`config.mk`:
```
export PLATFORM = sky130hd
export DESIGN_NAME = inta_sequencer_flat
export DESIGN_NICKNAME = d
export VERILOG_FILES = /design/src/rtl/inta_sequencer_if.sv /design/src/rtl/inta_sequencer.sv /design/src/flat_wrapper.sv
export SDC_FILE = /design/constraint.sdc
export NUM_CORES = 1
export LEC_CHECK = 0
export CORE_MARGIN = 5
export CORE_UTILIZATION = 48
export CTS_CLUSTER_DIAMETER = 120
export DETAILED_ROUTE_END_ITERATION = 12
export PLACE_DENSITY_LB_ADDON = 0.05
export SLEW_MARGIN = 20
export SYNTH_ARGS = -nofsm -noshare
export SYNTH_HDL_FRONTEND = slang
export SYNTH_SLANG_ARGS = --single-unit
```
`constraint.sdc`:
```
create_clock -name CLK -period 2.1 [get_ports CLK]
set_input_delay 0.63 -clock CLK [delete_from_list [all_inputs] [get_ports CLK]]
set_output_delay 0.63 -clock CLK [all_outputs]
set_load 0.05 [all_outputs]
```
`src/rtl/inta_sequencer_if.sv`:
```
// Signal bundle between the INTA sequencer and the PIC core / host side.
// The sequencer drives the acknowledge and OCW2 write path through the master modport.
interface inta_sequencer_if;
  logic       EN;
  logic       INT;
  logic [7:0] D_IN;
  logic       AEOI;
  logic       SPEC_EOI;
  logic       SRV_DONE;
  logic       INTA;
  logic [7:0] VECTOR;
  logic       VEC_VALID;
  logic       SPURIOUS;
  logic [7:0] OCW_DATA;
  logic       OCW_WR;
  logic       BUSY;

  modport master (
    input  EN, INT, D_IN, AEOI, SPEC_EOI, SRV_DONE,
    output INTA, VECTOR, VEC_VALID, SPURIOUS, OCW_DATA, OCW_WR, BUSY
  );

  modport slave (
    output EN, INT, D_IN, AEOI, SPEC_EOI, SRV_DONE,
    input  INTA, VECTOR, VEC_VALID, SPURIOUS, OCW_DATA, OCW_WR, BUSY
  );
endinterface

```
`src/rtl/inta_sequencer.sv`:
```
// Two-pulse INTA acknowledge sequencer with vector capture and OCW2 end-of-interrupt issue.
// All outputs are registered and derived from the next state, so they change on the same edge as the FSM.
module inta_sequencer #(
  parameter int unsigned INTA_WIDTH = 2,
  parameter int unsigned INTA_GAP   = 2
) (
  input  logic CLK,
  input  logic RESET_N,
  inta_sequencer_if.master bus
);

  // A zero parameter behaves as one cycle.
  localparam logic [7:0] WIDTH_LOAD = (INTA_WIDTH > 1) ? 8'(INTA_WIDTH - 1) : 8'd0;
  localparam logic [7:0] GAP_LOAD   = (INTA_GAP   > 1) ? 8'(INTA_GAP   - 1) : 8'd0;

  typedef enum logic [2:0] {
    ST_IDLE, ST_PULSE1, ST_GAP, ST_PULSE2, ST_ACK, ST_SERVICE, ST_EOI, ST_HOLDOFF
  } state_t;

  state_t     state_q, state_d;
  logic [7:0] cnt_q, cnt_d;
  logic       spur_q, spur_d;
  logic       aeoi_q, aeoi_d;
  logic       spec_q, spec_d;
  logic       inta_q, inta_d;
  logic [7:0] vector_q, vector_d;
  logic       vec_valid_q, vec_valid_d;
  logic       spurious_q, spurious_d;
  logic [7:0] ocw_data_q, ocw_data_d;
  logic       ocw_wr_q, ocw_wr_d;
  logic       busy_q, busy_d;

  always_comb begin
    state_d     = state_q;
    cnt_d       = cnt_q;
    spur_d      = spur_q;
    aeoi_d      = aeoi_q;
    spec_d      = spec_q;
    vector_d    = vector_q;
    ocw_data_d  = ocw_data_q;
    vec_valid_d = 1'b0;
    spurious_d  = 1'b0;
    ocw_wr_d    = 1'b0;
    case (state_q)
      ST_IDLE: begin
        if (bus.EN && bus.INT) begin
          state_d = ST_PULSE1;
          cnt_d   = WIDTH_LOAD;
        end
      end
      ST_PULSE1: begin
        if (cnt_q == '0) begin
          state_d = ST_GAP;
          cnt_d   = GAP_LOAD;
        end else begin
          cnt_d = cnt_q - 8'd1;
        end
      end
      ST_GAP: begin
        if (cnt_q == '0) begin
          spur_d  = ~bus.INT;
          state_d = ST_PULSE2;
          cnt_d   = WIDTH_LOAD;
        end else begin
          cnt_d = cnt_q - 8'd1;
        end
      end
      ST_PULSE2: begin
        if (cnt_q == '0) begin
          vector_d    = bus.D_IN;
          aeoi_d      = bus.AEOI;
          spec_d      = bus.SPEC_EOI;
          vec_valid_d = ~spur_q;
          spurious_d  = spur_q;
          state_d     = ST_ACK;
        end else begin
          cnt_d = cnt_q - 8'd1;
        end
      end
      // Strobe cycle: SRV_DONE is deliberately not looked at here.
      ST_ACK: begin
        cnt_d   = GAP_LOAD;
        state_d = (spur_q || aeoi_q) ? ST_HOLDOFF : ST_SERVICE;
      end
      ST_SERVICE: begin
        if (bus.SRV_DONE) begin
          state_d    = ST_EOI;
          ocw_wr_d   = 1'b1;
          ocw_data_d = spec_q ? {5'b01100, vector_q[2:0]} : 8'h20;
        end
      end
      ST_EOI: begin
        state_d = ST_HOLDOFF;
        cnt_d   = GAP_LOAD;
      end
      ST_HOLDOFF: begin
        if (cnt_q == '0) begin
          state_d = ST_IDLE;
        end else begin
          cnt_d = cnt_q - 8'd1;
        end
      end
      default: state_d = ST_IDLE;
    endcase
    inta_d = (state_d == ST_PULSE1) || (state_d == ST_PULSE2);
    busy_d = (state_d != ST_IDLE);
  end

  always_ff @(posedge CLK or negedge RESET_N) begin
    if (!RESET_N) begin
      state_q     <= ST_IDLE;
      cnt_q       <= '0;
      spur_q      <= 1'b0;
      aeoi_q      <= 1'b0;
      spec_q      <= 1'b0;
      inta_q      <= 1'b0;
      vector_q    <= '0;
      vec_valid_q <= 1'b0;
      spurious_q  <= 1'b0;
      ocw_data_q  <= '0;
      ocw_wr_q    <= 1'b0;
      busy_q      <= 1'b0;
    end else begin
      state_q     <= state_d;
      cnt_q       <= cnt_d;
      spur_q      <= spur_d;
      aeoi_q      <= aeoi_d;
      spec_q      <= spec_d;
      inta_q      <= inta_d;
      vector_q    <= vector_d;
      vec_valid_q <= vec_valid_d;
      spurious_q  <= spurious_d;
      ocw_data_q  <= ocw_data_d;
      ocw_wr_q    <= ocw_wr_d;
      busy_q      <= busy_d;
    end
  end

  assign bus.INTA      = inta_q;
  assign bus.VECTOR    = vector_q;
  assign bus.VEC_VALID = vec_valid_q;
  assign bus.SPURIOUS  = spurious_q;
  assign bus.OCW_DATA  = ocw_data_q;
  assign bus.OCW_WR    = ocw_wr_q;
  assign bus.BUSY      = busy_q;

endmodule

```
`src/flat_wrapper.sv`:
```
// flat-port wrapper written by rule: the top's interface ports become plain ports
module inta_sequencer_flat 
#(
  parameter int unsigned INTA_WIDTH = 2,
  parameter int unsigned INTA_GAP   = 2
)
  (CLK, RESET_N, bus_EN, bus_INT, bus_D_IN, bus_AEOI, bus_SPEC_EOI, bus_SRV_DONE, bus_INTA, bus_VECTOR, bus_VEC_VALID, bus_SPURIOUS, bus_OCW_DATA, bus_OCW_WR, bus_BUSY);
  inta_sequencer_if bus_i ();
  input  logic CLK;
  input  logic RESET_N;
  input wire logic [$bits(bus_i.EN)-1:0] bus_EN;
  input wire logic [$bits(bus_i.INT)-1:0] bus_INT;
  input wire logic [$bits(bus_i.D_IN)-1:0] bus_D_IN;
  input wire logic [$bits(bus_i.AEOI)-1:0] bus_AEOI;
  input wire logic [$bits(bus_i.SPEC_EOI)-1:0] bus_SPEC_EOI;
  input wire logic [$bits(bus_i.SRV_DONE)-1:0] bus_SRV_DONE;
  output wire logic [$bits(bus_i.INTA)-1:0] bus_INTA;
  output wire logic [$bits(bus_i.VECTOR)-1:0] bus_VECTOR;
  output wire logic [$bits(bus_i.VEC_VALID)-1:0] bus_VEC_VALID;
  output wire logic [$bits(bus_i.SPURIOUS)-1:0] bus_SPURIOUS;
  output wire logic [$bits(bus_i.OCW_DATA)-1:0] bus_OCW_DATA;
  output wire logic [$bits(bus_i.OCW_WR)-1:0] bus_OCW_WR;
  output wire logic [$bits(bus_i.BUSY)-1:0] bus_BUSY;
  assign bus_i.EN = bus_EN;
  assign bus_i.INT = bus_INT;
  assign bus_i.D_IN = bus_D_IN;
  assign bus_i.AEOI = bus_AEOI;
  assign bus_i.SPEC_EOI = bus_SPEC_EOI;
  assign bus_i.SRV_DONE = bus_SRV_DONE;
  assign bus_INTA = bus_i.INTA;
  assign bus_VECTOR = bus_i.VECTOR;
  assign bus_VEC_VALID = bus_i.VEC_VALID;
  assign bus_SPURIOUS = bus_i.SPURIOUS;
  assign bus_OCW_DATA = bus_i.OCW_DATA;
  assign bus_OCW_WR = bus_i.OCW_WR;
  assign bus_BUSY = bus_i.BUSY;
  inta_sequencer #(.INTA_WIDTH(INTA_WIDTH), .INTA_GAP(INTA_GAP)) u_core (.CLK(CLK), .RESET_N(RESET_N), .bus(bus_i));
endmodule
```
Yosys cells after proc, flatten, opt, wreduce, memory -nomap -nowiden
Index checks and enable logic that the tools add are counted.
Operators by class
  add/subtract/negate cells: 1
  equality and inequality tests: 11
  multiplexer cells: 19
  bitwise gates (word level): 2
  reduce and logical (&&, ||, !) cells: 14
Operators by type and width (number)
  $pmux 8 s4: 1
  $mux 8: 3
  $pmux 3 s8: 1
  $mux 3: 6
  $eq 3x3->1 const B: 4
  $eq 3x2->1 const B: 3
  $logic_not 8->1: 1
  $sub 8x1->8 const B: 1
  $mux 7: 1
  $eq 3x1->1 const B: 2
  $mux 1: 6
  $reduce_and 2->1: 3
  $reduce_or 2->1: 3
  $reduce_bool 4->1: 1
  $logic_not 3->1: 1
  $reduce_and 3->1: 1
  $reduce_bool 3->1: 1
  $logic_or 1x1->1: 2
  $mux 2: 1
  $ne 2x1->1 const B: 1
  $ne 2x2->1 const B: 1
  $not 1->1: 2
  $logic_and 1x1->1: 1
Storage, ports and cells
  register bits after elaboration: 35
  output and inout bits: 21

Logic depth before layout (Yosys ltp)
Gate-level depths: netlist of run 1.
  word-level depth: 5
  mapped depth: 6
  depth with buffers taken out: 6

Worst setup path before layout of run 1
Ideal clock, no wire load.
  path type: input port to flip-flop
  start point: in bus_EN
  end point: reg u_core.cnt_q[0]
  library setup time: 0.126 ns
  arrival time: 1.752 ns
  slack: 0.222 ns
  stages: 5
  path buffers: 0
  cells stage by stage: a2111oi_1 > a31oi_2 > nand2_1 > xnor2_1 > or2b_2
On the way
  cells in the longest elaborated chain, start to end: 3
RTL lines
  start: declaration: RTL line flat_wrapper.sv:11  | input wire logic [$bits(bus_i.EN)-1:0] bus_EN;
  $logic_and 1x1->1: RTL line inta_sequencer.sv:46  | if (bus.EN && bus.INT) begin
  $ne 2x1->1 (no line)
  $reduce_and 3->1 (no line)
  end signal: assignment: RTL line inta_sequencer.sv:125  | cnt_q <= cnt_d;
  end: declaration: RTL line inta_sequencer.sv:21  | logic [7:0] cnt_q, cnt_d;
No other way between the ends.
A chain may end at the register's enable or synchronous reset.

Worst setup path after layout of run 1
Ends and elaborated chain as after synthesis.

==> impl_metrics.py, run 1 <==
metrics = {
    "critical_path": {
        "critical_path_depth": 7,
        "critPathArrivalTime_ns": 2.22,
        "worst-path-max-fanout": 5,
        "r2r_slack_ns": 0.23,
        "path_class": "input port to flip-flop",
        "crit_chain": "clkdlybuf4s50_1 -> a2111oi_2 -> buf_4 -> a31oi_4 -> nand2_1 -> xnor2_1 -> or2b_2",
        "rr_worst_depth": 6,
        "startpoint_type": "input port",
        "path_buf_inv": 2,
        "endpoint": "u_core.cnt_q[0]",
        "critPathCaptureType": "flip-flop",
        "cp.required_ns": 2.32,
        "crit_path_start": "bus_EN",
        "slowest_delay_ns": 0.44,
        "crit_path_top_delay_cell": "clkdlybuf4s50_1",
        "critical_path.top_delay_family": "buffers and inverters",
        "rr_startpoint": "u_core.cnt_q[5]",
        "r2r-end": "u_core.cnt_q[3]",
    },
    "job": {
        "maxCapViolCount": 0,
    },
    "placement": {
        "dp_cells": 214,
        "dp_slack_ns": -0.304,
        "port-buffer-count": 32,
        "gp_congestion": 0.821,
        "hpwl_mm": 2.10,
    },
    "global_routing": {
        "antenna_found_initial": 0,
        "grt-ovfl-total": 0,
        "grt_max_degree": 33,
        "grt_pass1_vias": 1078,
        "grt_pass1_wl_mm": 4.87,
        "grt_use_total_pct": 14.9,
    },
    "routing": {
        "drt_iter0_markers": 107,
        "num_vias": 1108,
        "drcViolationCount": 0,
        "vias_per_cell": 4.99,
        "firstDrtPassIters": 4,
        "drtAntennaViolNets": 0,
        "wl_per_cell_um": 13.5,
        "routed_wirelength_mm": 2.99,
    },
    "logic_synthesis": {
        "seq_area_frac_synth_pct": 53.6,
        "ys.flop_type": "dfrtp_1",
        "syn_area_sq_um": 1490,
        "synth_top_area_cell": "dfrtp_1",
        "ys_warn_count": 0,
        "netlist_instances": 135,
        "synth_cell_types": 36,
        "synth_top_area_share_pct": 53.6,
        "synth_area_leaders": "dfrtp_1, mux2_2, nand2_1",
        "async_reset_ff_share_pct": 100,
        "avgSynthCellArea_sq_um": 11.1,
        "yosys_register_bits": 32,
        "synth_edf_count": 0,
    },
    "status": {
        "status": "finished clean",
    },
    "sta": {
        "fin_setup_tns_ns": 0,
        "finalMaxSlewViolations": 0,
        "min_period_ns": 2.00,
        "holdWs_ns": 0.476,
        "fmax_ghz": 0.500,
        "rsz0062_at_grt": "false",
        "skew_ns": 0.00677,
        "setup_slack_ns": 0.0988,
        "fin_crit_sh_pct": 95.3,
        "hold_viol_final": 0,
        "tightest_slew_ns": 0.504,
        "setup_viol": 0,
        "slew_headroom_pct": 66.3,
    },
    "clock_network": {
        "clockBufferDepth": 2,
        "clock_latency_ns": 0.34,
        "cts-root-buf": "clkbuf_4",
        "cts_hold_buf": 0,
        "clkSinkCount": 32,
        "path_clk_slew_ns": 0.10,
        "numCtsBuffers": 5,
        "cts_tree": "yes",
        "htree_levels": 2,
        "post_cts_buffers": 0,
    },
    "power": {
        "vdd_drop_max_mv": 0.777,
        "p_leak_nw": 0.911,
        "power_density_nw_per_um2": 1620,
    },
    "final_layout": {
        "fin_nets": 194,
        "utilization_pct": 64.3,
        "fill_cells": 259,
        "diodes": 0,
        "drive_gt1_share_pct": 26.4,
        "fin_cells": 222,
        "area_delta_synth_final_pct": 30.3,
    },
    "die": {
        "fp.dieH_um": 65.8,
        "ios": 36,
        "dieArea_sq_um": 4330,
        "dieWidth_um": 65.8,
        "initial_core_util_pct": 49.3,
        "core_sq_um": 3030,
        "rows": 20,
    },
    "worst_hold_path": {
        "hold_class": "flip-flop to flip-flop",
        "holdPathStages": 1,
    },
}
==> routing by layer <==
metal	up-vias	share of wire, %	track usage [%]
li1	549	-	-
met1	519	44	19.3
met2	32	48	22.3
met3	8	6.4	4.44
met4	0	2.1	7.77
met5	-	0	0
==> registers in the layout (all words and copies together), names as in the netlist, 3 cells and up <==
signal and count:
u_core.bus.VECTOR 8, u_core.cnt_q 8, u_core.bus.OCW_DATA 5, u_core.state_q 3
==> worst register-to-register path, delay by kind of cell, from the launching register on <==
| kind | cells | cell delay (ns) |
|---|---|---|
| AO/OA/AOI/OAI | 1 | 0.19 |
| flip-flops | 1 | 0.46 |
| buffers and inverters | 1 | 0.14 |
| AND/OR/NAND/NOR | 4 | 0.99 |
==> metrics by stage <==
step	cell area (sq um)	total power, mW
finish	1950	3.16
global route	1950	3.36
global placement	1850	2.65
floorplan	1500	2.24
detailed placement	1850	2.69
CTS	1920	3.16
==> area by class of cell <==
type                            count  area [sq um]  area share [%]
Clock buffer                        6          41.3            2.12
Clock inverter                      2          35.0            1.80
Inverter                            6          22.5            1.16
Multi-Input combinational cell     93           656            33.7
Sequential cell                    32           801            41.2
Tap cell                           44          55.1            2.83
Timing Repair Buffer               39           335            17.2
==> power breakdown <==
part           total (mW)  internal, mW  switching [mW]
combinational        1.61         0.585            1.02
sequential           1.09         0.877           0.213
clock               0.462         0.249           0.213
==> placed cells by master (no fill, tap or decap), types with 3 or more instances in the layout <==
cell type	netlist	routed
or3_1	3	3
nor2_1	10	10
inv_1	6	6
nand3_1	5	4
conb_1	1	3
a21oi_1	5	5
dfrtp_1	32	32
mux2_2	9	9
nand4_1	3	3
xor2_1	4	4
nand2_1	15	15
clkbuf_4	0	5
buf_4	4	22
clkdlybuf4s50_1	0	14
o21ai_0	8	8
nor3_1	3	3
==> how the worst min path moves through the flow <==
stage / startpoint / end
final: u_core.bus.OCW_DATA[5] / u_core.bus.OCW_DATA[5]
after global routing: u_core.bus.OCW_DATA[5] / u_core.bus.OCW_DATA[5]
after CTS: u_core.spur_q / u_core.bus.VEC_VALID
after detailed placement: u_core.bus.OCW_DATA[5] / u_core.bus.OCW_DATA[5]
after global placement: u_core.spur_q / u_core.bus.VEC_VALID
after floorplan: RESET_N / u_core.aeoi_q
==> cells by family after synthesis <==
family	after synthesis	share of synthesized area [%]
buf+inv	12	4.19
flops	32	53.6
simple gates	52	20.2
xor+xnor	6	3.52
mux	11	8.21
compound gates	19	8.30
other cells	1	0.251
fa+ha+maj	2	1.68
==> synth_stat cells, types with 2 or more instances <==
cell type,count
xnor2_1,2
a21oi_1,5
nand2_1,15
o21ai_0,8
nor3_1,3
or3_1,3
nand3_1,5
mux2_2,9
ha_1,2
nand4_1,3
nor4_1,2
buf_2,2
nor2_1,10
dfrtp_1,32
xor2_1,4
and2_1,2
inv_1,6
buf_4,4
==> repair_timing <==
action | CTS | global route
endpoints found under the setup margin | 2 | 4
resized for setup | 2 | 4
endpoints found under the hold margin | 0 | 0
No activity file was read; power rests on OpenSTA's default activity.
==> inputs of run 2 (changes only) <==
- CORE_ASPECT_RATIO: unset -> 2
==> run 2 against run 1 <==
  * Sequential share of layout area down 0.57 points
  * Critical path type unchanged
  * Maximum frequency shrank 1.0%
  * First-iteration DRC count down 96%
  * Highest routed layer unchanged
  * Cell area grew 1.4%
==> impl_metrics.py, run 2 (synthesis results as in run 1) <==
metrics = {
    "status": {
        "status": "finished clean",
    },
    "sta": {
        "setup_slack_ns": 0.0778,
        "fmax_ghz": 0.495,
        "setup_viol": 0,
        "hold_viol_final": 0,
        "min_period_ns": 2.02,
        "finalMaxSlewViolations": 0,
        "fin_setup_tns_ns": 0,
        "skew_ns": 0.0127,
        "fin_crit_sh_pct": 96.3,
    },
    "worst_hold_path": {
        "min_to": "u_core.bus.VEC_VALID",
        "min_from": "u_core.spur_q",
        "holdPathStages": 1,
        "hold_class": "flip-flop to flip-flop",
    },
    "final_layout": {
        "final_common_cell": "dfrtp_1",
        "diodes": 0,
        "final_cell_mix": "dfrtp_1, buf_4, clkdlybuf4s50_1",
        "area_delta_synth_final_pct": 32.2,
        "drive_gt1_share_pct": 29.2,
        "fin_cells": 208,
        "fin_nets": 195,
    },
    "power": {
        "vdd_drop_max_mv": 0.949,
        "p_leak_nw": 0.906,
        "power_density_nw_per_um2": 1640,
    },
    "clock_network": {
        "cts_hold_buf": 0,
        "clock_latency_ns": 0.28,
        "path_clk_slew_ns": 0.07,
        "htree_levels": 2,
        "clkSinkCount": 32,
        "clockBufferDepth": 2,
        "cts-root-buf": "clkbuf_8",
        "cts_tree": "yes",
        "numCtsBuffers": 5,
    },
    "critical_path": {
        "crit_path_top_delay_cell": "clkdlybuf4s50_1",
        "r2r_slack_ns": 0.24,
        "startpoint_type": "input port",
        "critPathCaptureType": "flip-flop",
        "slowest_delay_ns": 0.43,
        "crit_chain": "clkdlybuf4s50_1 -> a2111oi_2 -> buf_4 -> a31oi_4 -> nand2_2 -> xnor2_1 -> or2b_2",
        "path_class": "input port to flip-flop",
        "critPathArrivalTime_ns": 2.18,
        "rr_startpoint": "u_core.cnt_q[5]",
        "rr_worst_depth": 4,
        "cp.required_ns": 2.26,
        "r2r-end": "u_core.bus.VECTOR[4]",
        "worst-path-max-fanout": 5,
    },
    "routing": {
        "num_vias": 1125,
        "wl_per_cell_um": 15.0,
        "drtAntennaViolNets": 0,
        "drcViolationCount": 0,
        "routed_wirelength_mm": 3.12,
        "drt_iter0_markers": 4,
        "firstDrtPassIters": 4,
        "vias_per_cell": 5.41,
    },
    "global_routing": {
        "grt_pass1_wl_mm": 5.22,
        "grt-ovfl-total": 0,
        "grt_pass1_vias": 1136,
        "use_met2_pct": 29.0,
        "grt_use_total_pct": 15.5,
        "top_usage_layer": "met2",
        "antenna_found_initial": 0,
        "grt_max_degree": 33,
        "globalRouteMet3Util_pct": 4.55,
        "grt_use_met1_pct": 15.7,
    },
    "die": {
        "core_sq_um": 2980,
        "initial_core_util_pct": 50.1,
        "fp.dieH_um": 88.9,
        "rows": 28,
        "dieWidth_um": 49.4,
        "ios": 36,
        "dieArea_sq_um": 4390,
    },
    "job": {
        "maxCapViolCount": 0,
    },
    "placement": {
        "dp_cells": 200,
        "gp_congestion": 0.753,
        "hpwl_mm": 2.43,
        "dp_slack_ns": -0.345,
        "port-buffer-count": 32,
    },
}
## run 2: changes by cell type in the layout (fill, tap and decap cells not counted), sizes merged
cell / delta
buf: +1
bufinv: -1
clkbuf: +1
clkdlybuf4s50: +2
clkinv: -1
dlygate4sd2: -2
## run 2: worst max-delay path by stage
stage / endpoint / start / slack (ns) / cells past startpoint
detailed placement: u_core.cnt_q[7] / bus_EN / -0.34 / 7
finish: u_core.cnt_q[0] / bus_INT / 0.08 / 7
CTS: u_core.cnt_q[7] / bus_EN / 0.03 / 7
global route: u_core.cnt_q[7] / bus_INT / -0.02 / 7
floorplan: u_core.cnt_q[0] / bus_EN / 0.22 / 5
global placement: u_core.cnt_q[0] / bus_EN / -0.25 / 7
## run 2: through the flow
| step | total power, mW | cell area, sq um | hold slack [ns] | util (%) |
|---|---|---|---|---|
| 4_1_cts | 3.23 | 1940 | 0.469 | 65.1 |
| 2_1_floorplan | 2.24 | 1500 | 0.334 | - |
| 3_3_place_gp | 2.66 | 1830 | 0.449 | 61.6 |
| 6_report | 3.24 | 1970 | 0.474 | 66.3 |
| 3_5_place_dp | 2.70 | 1830 | 0.452 | 61.6 |
| 5_1_grt | 3.47 | 1970 | 0.503 | 66.3 |
## run 2: final cells by class
cell class                      instances  area [sq um]
Clock buffer                            7          96.3
Inverter                                6          22.5
Fill cell                             246          1000
Sequential cell                        32           801
Timing Repair Buffer                   40           345
Tap cell                               30          37.5
Multi-Input combinational cell         93           671
## run 2: power breakdown
part           internal [mW]  switching (mW)  total (mW)  leakage [nW]
combinational          0.608            1.03        1.64         0.472
clock                  0.291           0.211       0.502        0.0503
sequential             0.880           0.214        1.09         0.384
total                   1.78            1.46        3.24         0.906
## run 2: layer usage
metal,wire length (um),vias up,share of wire (%)
li1,-,545,-
met1,1080,548,35
met4,43,0,1.4
met3,160,4,5.1
met2,1830,28,59
met5,0,-,0
## run 2: critical path, delay by kind of cell
family,cells,cell delay [ns]
buffers and inverters,2,0.61
AOI/OAI and AO/OA,2,0.41
and+or+nand+nor,2,0.41
xor gates and xnor gates,1,0.11
## run 2: what timing repair did
item,CTS,global route
resized for setup,1,7
pin swaps,0,2
setup endpoints to repair,2,3
buffers inserted,0,1
==> inputs of run 3 (changes only) <==
- ABC_CLOCK_PERIOD_IN_PS: unset -> 2000
- clock period: 2.1 -> 2 ns (I/O delays scaled with it)
==> run 3 against run 2 <==
  * Utilization shrank 0.42 points
  * Sequential power rose by 6%
  * Clock power shrank 9.8%
  * Worst setup slack got worse by 0.028 ns
  * Hold slack got worse by 0.011 ns
  * Flip-flop and latch count unchanged
  * Critical path type unchanged
==> impl_metrics.py, run 3 (synthesis results as in run 1) <==
metrics = {
    "routing": {
        "num_vias": 1110,
        "drt_iter0_markers": 16,
        "firstDrtPassIters": 4,
        "drtAntennaViolNets": 0,
        "routed_wirelength_mm": 3.22,
        "vias_per_cell": 5.29,
        "wl_per_cell_um": 15.4,
        "drcViolationCount": 0,
    },
    "die": {
        "rows": 28,
        "dieWidth_um": 49.4,
        "core_sq_um": 2980,
        "dieArea_sq_um": 4390,
        "initial_core_util_pct": 50.1,
        "ios": 36,
        "fp.dieH_um": 88.9,
    },
    "critical_path": {
        "crit_chain": "clkdlybuf4s50_1 -> a2111oi_2 -> buf_4 -> a31oi_4 -> nand3_4 -> or3_1 -> a21oi_2",
        "critPathArrivalTime_ns": 2.16,
        "slowest_delay_ns": 0.50,
        "path_buf_inv": 2,
        "critPathCaptureType": "flip-flop",
        "startpoint_type": "input port",
        "path_class": "input port to flip-flop",
        "rr_startpoint": "u_core.cnt_q[5]",
        "cp.required_ns": 2.21,
        "crit_path_start": "bus_EN",
        "worst-path-max-fanout": 5,
        "critical_path.top_delay_family": "buffers and inverters",
        "crit_path_top_delay_cell": "clkdlybuf4s50_1",
    },
    "final_layout": {
        "final_common_cell": "dfrtp_1",
        "diodes": 0,
        "drive_gt1_share_pct": 30.0,
        "final_cell_mix": "dfrtp_1, buf_4, nand2_1",
        "area_delta_synth_final_pct": 31.3,
        "final_cell_area_sq_um": 1960,
        "fin_nets": 197,
    },
    "power": {
        "p_leak_nw": 0.912,
        "power_density_nw_per_um2": 1700,
        "vdd_drop_max_mv": 0.872,
    },
    "clock_network": {
        "clockBufferDepth": 2,
        "cts_tree": "yes",
        "clkSinkCount": 32,
        "cts_hold_buf": 0,
        "htree_levels": 2,
        "clock_latency_ns": 0.27,
        "path_clk_slew_ns": 0.06,
        "cts-root-buf": "clkbuf_8",
        "numCtsBuffers": 5,
    },
    "sta": {
        "hold_viol_final": 0,
        "setup_viol": 0,
        "fmax_ghz": 0.513,
        "holdWs_ns": 0.463,
        "finalMaxSlewViolations": 0,
        "fin_crit_sh_pct": 97.5,
        "min_period_ns": 1.95,
        "skew_ns": 0.00168,
    },
    "global_routing": {
        "grt_pass1_vias": 1159,
        "grt_pass1_wl_mm": 5.30,
        "antenna_found_initial": 0,
        "grt_use_total_pct": 15.9,
        "grt_max_degree": 33,
        "grt-ovfl-total": 0,
    },
    "placement": {
        "place_area_sq_um": 1840,
        "port-buffer-count": 32,
        "gp_congestion": 0.764,
        "hpwl_mm": 2.46,
    },
    "job": {
        "maxCapViolCount": 0,
    },
    "status": {
        "status": "finished clean",
    },
    "worst_hold_path": {
        "hold_class": "flip-flop to flip-flop",
        "min_from": "u_core.bus.OCW_DATA[5]",
    },
}
## run 3: changes by cell type in the layout (fill, tap and decap cells not counted), sizes merged
| cell | delta |
|---|---|
| buf | +5 |
| clkdlybuf4s50 | -3 |
| clkbuf | -1 |
| clkinv | +1 |
## run 3: cell type report
| cell class | instances | area, sq um |
|---|---|---|
| Fill cell | 241 | 1020 |
| Sequential cell | 32 | 801 |
| Multi-Input combinational cell | 93 | 669 |
| Timing Repair Buffer | 42 | 353 |
| Clock buffer | 6 | 72.6 |
| Tap cell | 30 | 37.5 |
| Inverter | 6 | 22.5 |
| Clock inverter | 1 | 5.00 |
## run 3: stage by stage
step	std cells	setup WS [ns]	power (mW)	TNS [ns]	util, %
global route	210	-0.0697	3.58	-0.278	65.8
detailed placement	202	-0.305	2.86	-1.75	61.8
floorplan	137	0.152	2.36	0	-
finish	210	0.0499	3.34	0	65.8
CTS	209	-0.00886	3.33	-0.0162	64.4
global placement	202	-0.281	2.82	-1.59	61.8
## run 3: repair_timing
item,4_1_cts,5_1_grt
buffers inserted,0,1
pin swaps,0,4
gates resized for setup,0,7
setup endpoints to repair,2,6
## run 3: final timing paths
check	slack, ns	cells past startpoint	end
setup / recovery	0.05	7	u_core.cnt_q[7]
hold / removal	0.46	1	u_core.bus.OCW_DATA[5]
setup reg to reg	0.14	4	u_core.bus.VECTOR[3]
hold reg to reg	0.46	1	u_core.bus.OCW_DATA[5]
max in group asynchronous	0.99	2	u_core.bus.VECTOR[4]
min in group asynchronous	0.72	2	u_core.bus.BUSY
## run 3: metal layers
metal | global-route usage [%] | vias up | part of all wire (%)
met5 | 0 | - | 0
met4 | 6.21 | 0 | 1.1
met3 | 4.89 | 4 | 5.1
met2 | 30.1 | 30 | 60
met1 | 15.6 | 528 | 34
li1 | - | 548 | -
## run 3: power by group
part	switching, mW	internal, mW
clock network	0.217	0.236
logic	1.09	0.639
registers	0.231	0.924
total	1.54	1.80
## run 3: worst register-to-register path, cell delays in order, from the launching register on
cell and delay [ns]:
dfrtp_1 0.43, nor4_4 0.42, nand4_4 0.28, nor2_8 0.26, mux2_2 0.37
